## src/rtl/fetch_prefetch_queue.sv

```systemverilog
// Instruction fetch stage with an N-deep prefetch queue and in-order IMEM.
// Optional same-cycle response bypass: define FETCH_QUEUE_BYPASS_EN.
module fetch_prefetch_queue #(
    parameter int              XLEN       = 32,
    parameter int              DEPTH      = 4,
    parameter logic [XLEN-1:0] RESET_ADDR = '0
) (
    input  logic            clk,
    input  logic            reset,
    output logic            IMEM_req_valid_o,
    input  logic            IMEM_req_ready_i,
    output logic [XLEN-1:0] IMEM_addr_o,
    input  logic            IMEM_rsp_valid_i,
    input  logic [XLEN-1:0] IMEM_rsp_data_i,
    input  logic            PIP_pc_load_i,
    input  logic [XLEN-1:0] PIP_target_address_i,
    input  logic            stall_i,
    output logic            PIP_valid_o,
    output logic [XLEN-1:0] PIP_instruction_o,
    output logic [XLEN-1:0] PIP_pc_o
);

    localparam int CW = $clog2(DEPTH + 1);
    localparam int PW = $clog2(DEPTH);

    logic [XLEN-1:0] fetch_pc_q, fetch_pc_d;
    logic [XLEN-1:0] rsp_pc_q, rsp_pc_d;
    logic [CW-1:0]   count_q, count_d;
    logic [CW-1:0]   inflight_q, inflight_d;
    logic [CW-1:0]   discard_q, discard_d;
    logic [PW-1:0]   head_q, head_d;
    logic [PW-1:0]   tail_q, tail_d;
    logic [XLEN-1:0] mem_pc_q  [DEPTH];
    logic [XLEN-1:0] mem_ins_q [DEPTH];

    logic          issue;
    logic          rsp_keep;
    logic          bypass;
    logic          head_valid;
    logic          deq;
    logic          wr_en;
    logic [CW:0]   used;

    // Credit check: queued plus outstanding never exceeds DEPTH
    always_comb begin
        used             = {1'b0, count_q} + {1'b0, inflight_q};
        IMEM_req_valid_o = !reset && !PIP_pc_load_i
                           && (used < (CW+1)'(DEPTH));
        IMEM_addr_o      = fetch_pc_q;
        issue            = IMEM_req_valid_o && IMEM_req_ready_i;
    end

    // Head presentation, optionally fed straight from the response
    always_comb begin
        rsp_keep   = IMEM_rsp_valid_i && (discard_q == '0);
        head_valid = (count_q != '0);
`ifdef FETCH_QUEUE_BYPASS_EN
        bypass     = rsp_keep && !head_valid && !PIP_pc_load_i && !reset;
`else
        bypass     = 1'b0;
`endif
        PIP_valid_o       = head_valid || bypass;
        PIP_pc_o          = '0;
        PIP_instruction_o = '0;
        if (head_valid) begin
            PIP_pc_o          = mem_pc_q[head_q];
            PIP_instruction_o = mem_ins_q[head_q];
        end else if (bypass) begin
            PIP_pc_o          = rsp_pc_q;
            PIP_instruction_o = IMEM_rsp_data_i;
        end
        deq   = head_valid && !stall_i;
        wr_en = rsp_keep && !(bypass && !stall_i) && !PIP_pc_load_i;
    end

    // Next-state for PCs, counters and pointers; redirect overrides all
    always_comb begin
        fetch_pc_d = fetch_pc_q + (issue ? XLEN'(4) : XLEN'(0));
        rsp_pc_d   = rsp_pc_q + (rsp_keep ? XLEN'(4) : XLEN'(0));
        inflight_d = inflight_q + CW'(issue) - CW'(IMEM_rsp_valid_i);
        discard_d  = discard_q
                     - CW'(IMEM_rsp_valid_i && (discard_q != '0));
        count_d    = count_q + CW'(wr_en) - CW'(deq);
        head_d     = head_q + PW'(deq);
        tail_d     = tail_q + PW'(wr_en);
        if (PIP_pc_load_i) begin
            fetch_pc_d = PIP_target_address_i;
            rsp_pc_d   = PIP_target_address_i;
            count_d    = '0;
            head_d     = '0;
            tail_d     = '0;
            inflight_d = inflight_q - CW'(IMEM_rsp_valid_i);
            discard_d  = inflight_q - CW'(IMEM_rsp_valid_i);
        end
    end

    // Control state registers
    always_ff @(posedge clk) begin
        if (reset) begin
            fetch_pc_q <= RESET_ADDR;
            rsp_pc_q   <= RESET_ADDR;
            count_q    <= '0;
            inflight_q <= '0;
            discard_q  <= '0;
            head_q     <= '0;
            tail_q     <= '0;
        end else begin
            fetch_pc_q <= fetch_pc_d;
            rsp_pc_q   <= rsp_pc_d;
            count_q    <= count_d;
            inflight_q <= inflight_d;
            discard_q  <= discard_d;
            head_q     <= head_d;
            tail_q     <= tail_d;
        end
    end

    // Queue storage, written at the tail with the response PC
    always_ff @(posedge clk) begin
        if (!reset && wr_en) begin
            mem_pc_q[tail_q]  <= rsp_pc_q;
            mem_ins_q[tail_q] <= IMEM_rsp_data_i;
        end
    end

endmodule

```

## config.mk

```make
export PLATFORM = sky130hd
export DESIGN_NAME = fetch_prefetch_queue
export DESIGN_NICKNAME = d
export VERILOG_FILES = /design/src/rtl/fetch_prefetch_queue.sv
export SDC_FILE = /design/constraint.sdc
export NUM_CORES = 1
export LEC_CHECK = 0
export BUFFER_PORTS_ARGS = -buffer_cell sky130_fd_sc_hd__buf_2
export CAP_MARGIN = 15
export CORE_MARGIN = 2
export CORE_UTILIZATION = 55
export CTS_CLUSTER_DIAMETER = 80
export DETAILED_ROUTE_END_ITERATION = 6
export PLACE_DENSITY_LB_ADDON = 0.15
export SLEW_MARGIN = 30
export SYNTH_ARGS = -nofsm -noshare
export SYNTH_HDL_FRONTEND = slang
export SYNTH_SLANG_ARGS = --single-unit
```

## constraint.sdc

```tcl
create_clock -name clk -period 15.6 [get_ports clk]
set_clock_uncertainty 0.15 [all_clocks]
set_input_delay 1.56 -clock clk [delete_from_list [all_inputs] [get_ports clk]]
set_output_delay 1.56 -clock clk [all_outputs]
set_load 0.05 [all_outputs]
```

Word-level counts from Yosys, hierarchy flattened. Memories as Yosys holds them, arrays and structs flattened. A register that Yosys moved wholly into a read port is not among the register bits. Index checks and enable logic that the tools add are counted.

$lt $le $gt $ge: 1. Mux-type cells: 12. Reductions and logical operators: 15. Add/subtract/negate cells: 11.

Operators with widths (number): $mux W32 (4); $add A32 B3 Y32 (2); $mux W3 (4); $sub A3 B1 Y3 (4); $logic_and A1 B1 Y1 (8); $add A3 B1 Y3 (2); $reduce_bool A3 Y1 (2); $add A2 B1 Y2 (2); $add A3 B3 Y4 (1); $lt A4 B3 Y1 const B (1); $mux W2 (2); $logic_not A1 Y1 (3); $logic_not A3 Y1 (1); $mux W1 (2); $reduce_or A2 Y1 (1).

Register bits after elaboration: 77. Bits of input ports: 70. Output and inout bits: 98. Word-level logic and storage cells: 48. Memory bits (writable): 256. Memories kept: 2.

Memories: mem_ins_q (words 4, bits a word 32, rd ports 1, clocked after Yosys merged registers in 1, write ports 1, RTL line 34) `logic [XLEN-1:0] mem_ins_q [DEPTH];`; mem_pc_q (words 4, bits a word 32, rd ports 1, clocked after Yosys merged registers in 1, write ports 1, RTL line 33) `logic [XLEN-1:0] mem_pc_q [DEPTH];`.

Longest topological paths before layout. Gate-level depths: netlist of the first run.

Word-level depth: 7. Depth in mapped cells: 14. Depth with buffers taken out: 12.

Least setup slack after synthesis of the first run. No wires, ideal clock.

Kind: in2reg. Start point: in IMEM_rsp_valid_i. End point: mem mem_ins_q[1][0] (enable). Slack: 7.863 ns. Data required time: 14.872 ns. Path buffers: 0. Cell stages on the path: 4. Arrival time: 7.009 ns. Library setup time: 0.578 ns. Cell sequence: or4b_2 > inv_1 > nand2_1 > nor3b_1.

Word-level cells in the longest chain between the ends: 5.

Ends and longest elaborated chain: start: declaration (RTL line 13) `input logic IMEM_rsp_valid_i,`; $logic_and A1 B1 Y1 (RTL line 55) `rsp_keep = IMEM_rsp_valid_i && (discard_q == '0);`; $logic_and A1 B1 Y1 (RTL line 73) `wr_en = rsp_keep && !(bypass && !stall_i) && !PIP_pc_load_i;`; $logic_and A1 B1 Y1 (RTL line 120) `if (!reset && wr_en) begin`; $mux W1 (RTL line 120); $mux W1 (not written as such) (RTL line 122) `mem_ins_q[tail_q] <= IMEM_rsp_data_i;`; end: declaration (RTL line 34).

Every way passes these cells.

Worst setup path after layout of the first run.
Start point: in PIP_pc_load_i. End point: out IMEM_req_valid_o.

Word-level cells in the longest chain between the ends: 3.

Ends and longest elaborated chain: start: declaration (RTL line 15) `input logic PIP_pc_load_i,`; $logic_not A1 Y1 (RTL line 47) `IMEM_req_valid_o = !reset && !PIP_pc_load_i`; $logic_and A1 B1 Y1 (RTL line 47); $logic_and A1 B1 Y1 (RTL line 48) `&& (used < (CW+1)'(DEPTH));`; end: declaration (RTL line 10) `output logic IMEM_req_valid_o,`.

Every way passes these cells.

==> flow_summary.json, run 1 <==
{
  "cts_resized": 0,
  "rrSetupSlack_ns": 12.12,
  "cts_tree": "done",
  "cts_buffer_depth": 3,
  "die_area_um2": 26200,
  "hold_path_class": "flip-flop to flip-flop",
  "die_y_um": 162,
  "vias_per_cell": 5.77,
  "drt_first_pass_iters": 5,
  "postCtsHoldBufs": 0,
  "cp-start-kind": "input port",
  "drv_slew": 0,
  "holdPathEnd": "IMEM_addr_o[23]",
  "cts_setup_buffers": 0,
  "fmax_mhz": 201,
  "hold_violations": 0,
  "drc": 0,
  "crit_path_max_fanout": 50,
  "status": "completed",
  "synthCells": 885,
  "path_common_cell": "buf_2",
  "dp.cells": 1334,
  "final.period_utilization": 0.319,
  "num_vias": 8055,
  "drt_iter0_drc": 512,
  "chipWidth_um": 162,
  "start_util": 0.563,
  "grt_pass1_vias": 7944,
  "cp_cell_sequence": "buf_2 -> buf_4 -> or2_1 -> or4_1 -> a31oi_1 -> buf_2",
  "cts-root-buf": "clkbuf_16",
  "holdWs_ns": 0.378,
  "ios": 168,
  "slowest_stage": "or4_1",
  "clock_latency_ns": 0.50,
  "gp_congestion": 0.848,
  "cp_slowest_stage_delay_ns": 0.42,
  "wire_per_inst_um": 19.3,
  "clkSinkCount": 331,
  "synth_area_um2": 13700,
  "final_cells": 1396,
  "grt_pass1_wl_um": 42700,
  "antenna_found_initial": 0,
  "finalSetupViolations": 0,
  "maxCapViolCount": 0,
  "final_antenna_net_count": 0,
  "htree_levels": 2,
  "cp.required_ns": 13.89,
  "numCtsBuffers": 34,
  "timing.rr.start": "discard_q[0]",
  "tightest_slew_ns": 0.965,
  "core_area_um2": 24400,
  "wl_um": 27000,
  "syn_nets": 973,
  "dpl.hpwl_um": 16200,
  "hp-start": "IMEM_addr_o[23]",
  "synth_seq_cells": 331,
  "r2r-end": "rsp_pc_q[24]",
  "synth_edf_count": 256,
  "numPortBuffers": 167,
  "nets": 1135,
  "rsz0062_at_grt": "false",
  "tns_ns": 0,
  "drive_gt1_frac": 0.283,
  "yosys_most_used_dff": "edfxtp_1",
  "power_leakage_nw": 5.70,
  "fin_util": 0.652,
  "path_class": "input port to output port",
  "holdPathStages": 2,
  "diodes": 0,
  "synth.distinct_cells": 52,
  "slew_headroom": 0.357,
  "grt_max_degree": 67,
  "synth-seq-area-share": 0.669,
  "yosys_warnings": 0,
  "cp.arrival_ns": 3.26,
  "rr_worst_depth": 8,
  "powerDensity_nw_per_um2": 120,
  "area_delta_synth_final_pct": 15.8,
  "avgSynthCellArea_um2": 15.5,
  "vdd_drop_max_mv": 0.0756,
  "period_needed_ns": 4.97,
  "clk_pin_slew_ns": 0.05,
  "grt-ovfl-total": 0,
  "endpoint_kind": "output port",
  "grt_usage": 0.208,
  "synthArstFlopShare": 0,
  "rows": 57
}
## final cells by class
class / instances / area (um^2)
Sequential cell: 331 / 9190
Fill cell: 1823 / 8500
Multi-Input combinational cell: 470 / 4220
Timing Repair Buffer: 177 / 942
Clock buffer: 47 / 931
Tap cell: 324 / 405
Inverter: 33 / 124
Clock inverter: 14 / 75.1
## logic make-up (layout without fill, tap and decap cells)
logic type	count (synthesis)	in the layout	share of synthesized area
adders and majority gates	18	18	0.0175
buffers and inverters	84	271	0.0247
xor gates and xnor gates	26	26	0.0166
muxes	66	66	0.106
AOI/OAI and AO/OA	129	129	0.0660
DFF	331	331	0.669
and+or+nand+nor	231	231	0.0996
## where the power goes
group          leakage, nW  internal (mW)  total, mW  switching, mW
Clock                0.484          0.419      0.732          0.313
Combinational         2.26         0.0583      0.185          0.127
Sequential            2.95          0.972      0.998         0.0258
## synth_stat cells, drive strengths merged (19+ instances only)
cell type | instances | area [um^2]
buf | 19 | 93.8
inv | 33 | 124
dfxtp | 75 | 1500
edfxtp | 256 | 7690
nand2 | 28 | 105
and2 | 71 | 445
mux4 | 64 | 1440
nand4 | 19 | 140
a21oi | 25 | 125
nor2 | 24 | 90.1
o31a | 19 | 166
clkbuf | 32 | 121
## routing by layer
layer | vias to the layer above | track usage | part of all wire
li1 | 3781 | - | -
met1 | 3983 | 0.304 | 0.45
met2 | 263 | 0.335 | 0.47
met3 | 28 | 0.0332 | 0.066
met4 | 0 | 0.0471 | 0.014
met5 | - | 0 | 0
## worst max-delay path by stage
stage	cells after the start	endpoint	slack (ns)	from
after floorplan	4	mem_ins_q[1][0]	7.86	IMEM_rsp_valid_i
after global placement	11	IMEM_addr_o[31]	10.58	PIP_pc_load_i
after detailed placement	11	IMEM_addr_o[31]	10.51	PIP_pc_load_i
after CTS	5	IMEM_req_valid_o	10.63	reset
after global routing	5	IMEM_req_valid_o	10.50	reset
final	6	IMEM_req_valid_o	10.63	PIP_pc_load_i
## critical path: cells and delay by family
kind / cells / cell delay, ns
buffers and inverters: 3 / 0.69
and+or+nand+nor: 2 / 0.79
AOI/OAI and AO/OA: 1 / 0.22
## flip-flops by register name, indices dropped and copies added (netlist names)
register     flops
discard_q        3
count_q          3
mem_pc_q       128
mem_ins_q      128
tail_q           2
IMEM_addr_o     31
inflight_q       3
head_q           2
rsp_pc_q        31
## layout by cell type (no fill, tap or decap), types with 16 or more instances in the layout
master     Yosys  final
and2_1        69     69
inv_1         33     33
nor2_1        24     23
o31a_1        19     19
nand4_1       17     17
dfxtp_1       75     73
nand2_1       28     28
mux4_2        64     64
buf_2          9    167
nand3_1       16     16
edfxtp_1     256    256
a21oi_1       25     25
ha_1          16     16
clkbuf_16      0     35
a31oi_1       16     16
## per-stage QoR
stage	area, um^2	setup WS (ns)	power, mW
after floorplan	13700	7.86	1.15
after global placement	14800	10.58	1.20
after detailed placement	14800	10.51	1.20
after CTS	15900	10.63	1.93
after global routing	15900	10.50	1.98
final	15900	10.63	1.91
(Power assumes the default switching activity.)
==> run 2: changes to the inputs <==
- clock period: 15.6 -> 5.05 ns (I/O delays scaled with it)
==> flow_summary.json, run 2 (synthesized netlist as in run 1, its figures left out) <==
{
  "status": "completed",
  "numPortBuffers": 167,
  "final_common_cell": "edfxtp_1",
  "powerDensity_nw_per_um2": 385,
  "wl_um": 28000,
  "drive_gt1_frac": 0.287,
  "vias_per_cell": 5.78,
  "start_util": 0.563,
  "num_vias": 8081,
  "core_area_um2": 24400,
  "vdd_drop_max_mv": 0.207,
  "ios": 168,
  "reg_top3": "mem_ins_q x128, mem_pc_q x128",
  "rows": 57,
  "most-common-layout-cells": "edfxtp_1 (256), buf_2 (167), dfxtp_1 (73)",
  "holdPathEnd": "mem_ins_q[3][27]",
  "hold_path_class": "input port to flip-flop",
  "slowest_stage": "or4_1",
  "hp-start": "IMEM_rsp_data_i[27]",
  "grt_pass1_wl_um": 43400,
  "antenna_found_initial": 1,
  "drt_iter0_drc": 551,
  "tns_ns": 0,
  "numCtsBuffers": 35,
  "dpl.hpwl_um": 16900,
  "tightest_slew_ns": 0.950,
  "grt-ovfl-total": 0,
  "cts_resized": 0,
  "worst_slack_ns": 1.57,
  "drc": 0,
  "endpoint_kind": "flip-flop",
  "grt_usage": 0.214,
  "die_y_um": 162,
  "cts_buffer_depth": 3,
  "rrSetupSlack_ns": 1.57,
  "fmax_mhz": 287,
  "cp_slowest_stage_delay_ns": 0.54,
  "fillers": 1776,
  "postCtsHoldBufs": 0,
  "drt_first_pass_iters": 5,
  "nets": 1138,
  "maxCapViolCount": 0,
  "grt_max_degree": 67,
  "holdPathStages": 1,
  "gp_congestion": 0.840,
  "final.period_utilization": 0.690,
  "die_area_um2": 26200,
  "cts_tree": "done",
  "clk_pin_slew_ns": 0.06,
  "crit_path_max_fanout": 17,
  "timing.rr.start": "inflight_q[2]",
  "chipWidth_um": 162,
  "cts_setup_buffers": 0,
  "drv_slew": 0,
  "rsz0062_at_grt": "false",
  "power_leakage_nw": 5.77,
  "final_antenna_net_count": 0,
  "cts-root-buf": "clkbuf_16",
  "wire_per_inst_um": 20.0,
  "cp-start-kind": "flip-flop",
  "rr_worst_depth": 9,
  "clock_latency_ns": 0.50,
  "cp.arrival_ns": 3.75,
  "finalSetupViolations": 0,
  "cp.required_ns": 5.31,
  "area_delta_synth_final_pct": 16.7,
  "diodes": 0,
  "clkSinkCount": 331,
  "cp_cell_sequence": "ha_1 -> or4_1 -> a31oi_1 -> and2_1 -> ha_1 -> and4_1 -> nand4_4 -> or4_1 -> a311oi_1",
  "period_needed_ns": 3.48,
  "hold_violations": 0,
  "slew_headroom": 0.367,
  "r2r-end": "IMEM_addr_o[31]",
  "grt_pass1_vias": 8022,
  "htree_levels": 2,
  "dp_slack_ns": 1.30,
  "path_class": "flip-flop to flip-flop"
}
run 2: cell type report:
cell class | instances | area (um^2) | area share
Sequential cell | 331 | 9190 | 0.574
Multi-Input combinational cell | 470 | 4240 | 0.264
Clock buffer | 43 | 968 | 0.0604
Timing Repair Buffer | 179 | 933 | 0.0582
Tap cell | 324 | 405 | 0.0253
Clock inverter | 19 | 170 | 0.0106
Inverter | 33 | 124 | 0.00773
run 2: routing by layer:
| metal | up-vias | global-route usage | wire length (um) |
|---|---|---|---|
| li1 | 3773 | - | - |
| met1 | 4000 | 0.316 | 12800 |
| met2 | 275 | 0.341 | 13200 |
| met3 | 33 | 0.0352 | 1590 |
| met4 | 0 | 0.0471 | 353 |
| met5 | - | 0 | 0 |
run 2: through the flow:
step | cells | hold WS [ns] | instance area, um^2 | utilization | total power, mW
after global routing | 1399 | 0.0576 | 16000 | 0.657 | 6.38
after CTS | 1399 | 0.0456 | 16000 | 0.657 | 6.22
after floorplan | 885 | 0.317 | 13700 | - | 3.54
after global placement | 1337 | 0.361 | 14900 | 0.610 | 3.71
after detailed placement | 1337 | 0.369 | 14900 | 0.610 | 3.72
final | 1399 | 0.0674 | 16000 | 0.657 | 6.17
run 2: critical path: cells and delay by family, from the launching register on:
family | cells | cell delay, ns
compound gates | 2 | 0.50
fa+ha+maj | 2 | 0.47
flops | 1 | 0.39
simple gates | 5 | 1.90
run 2: worst max-delay path by stage:
stage	start	endpoint
3_3_place_gp	PIP_pc_load_i	IMEM_addr_o[31]
4_1_cts	head_q[0]	PIP_pc_o[14]
6_report	inflight_q[2]	IMEM_addr_o[31]
5_1_grt	inflight_q[2]	IMEM_addr_o[31]
3_5_place_dp	PIP_pc_load_i	IMEM_addr_o[31]
2_1_floorplan	IMEM_rsp_valid_i	mem_ins_q[2][0]
run 2: power by group:
part / total (mW) / internal, mW / switching (mW)
Clock: 2.51 / 1.51 / 0.992
Combinational: 0.574 / 0.181 / 0.392
Sequential: 3.09 / 3.00 / 0.0824
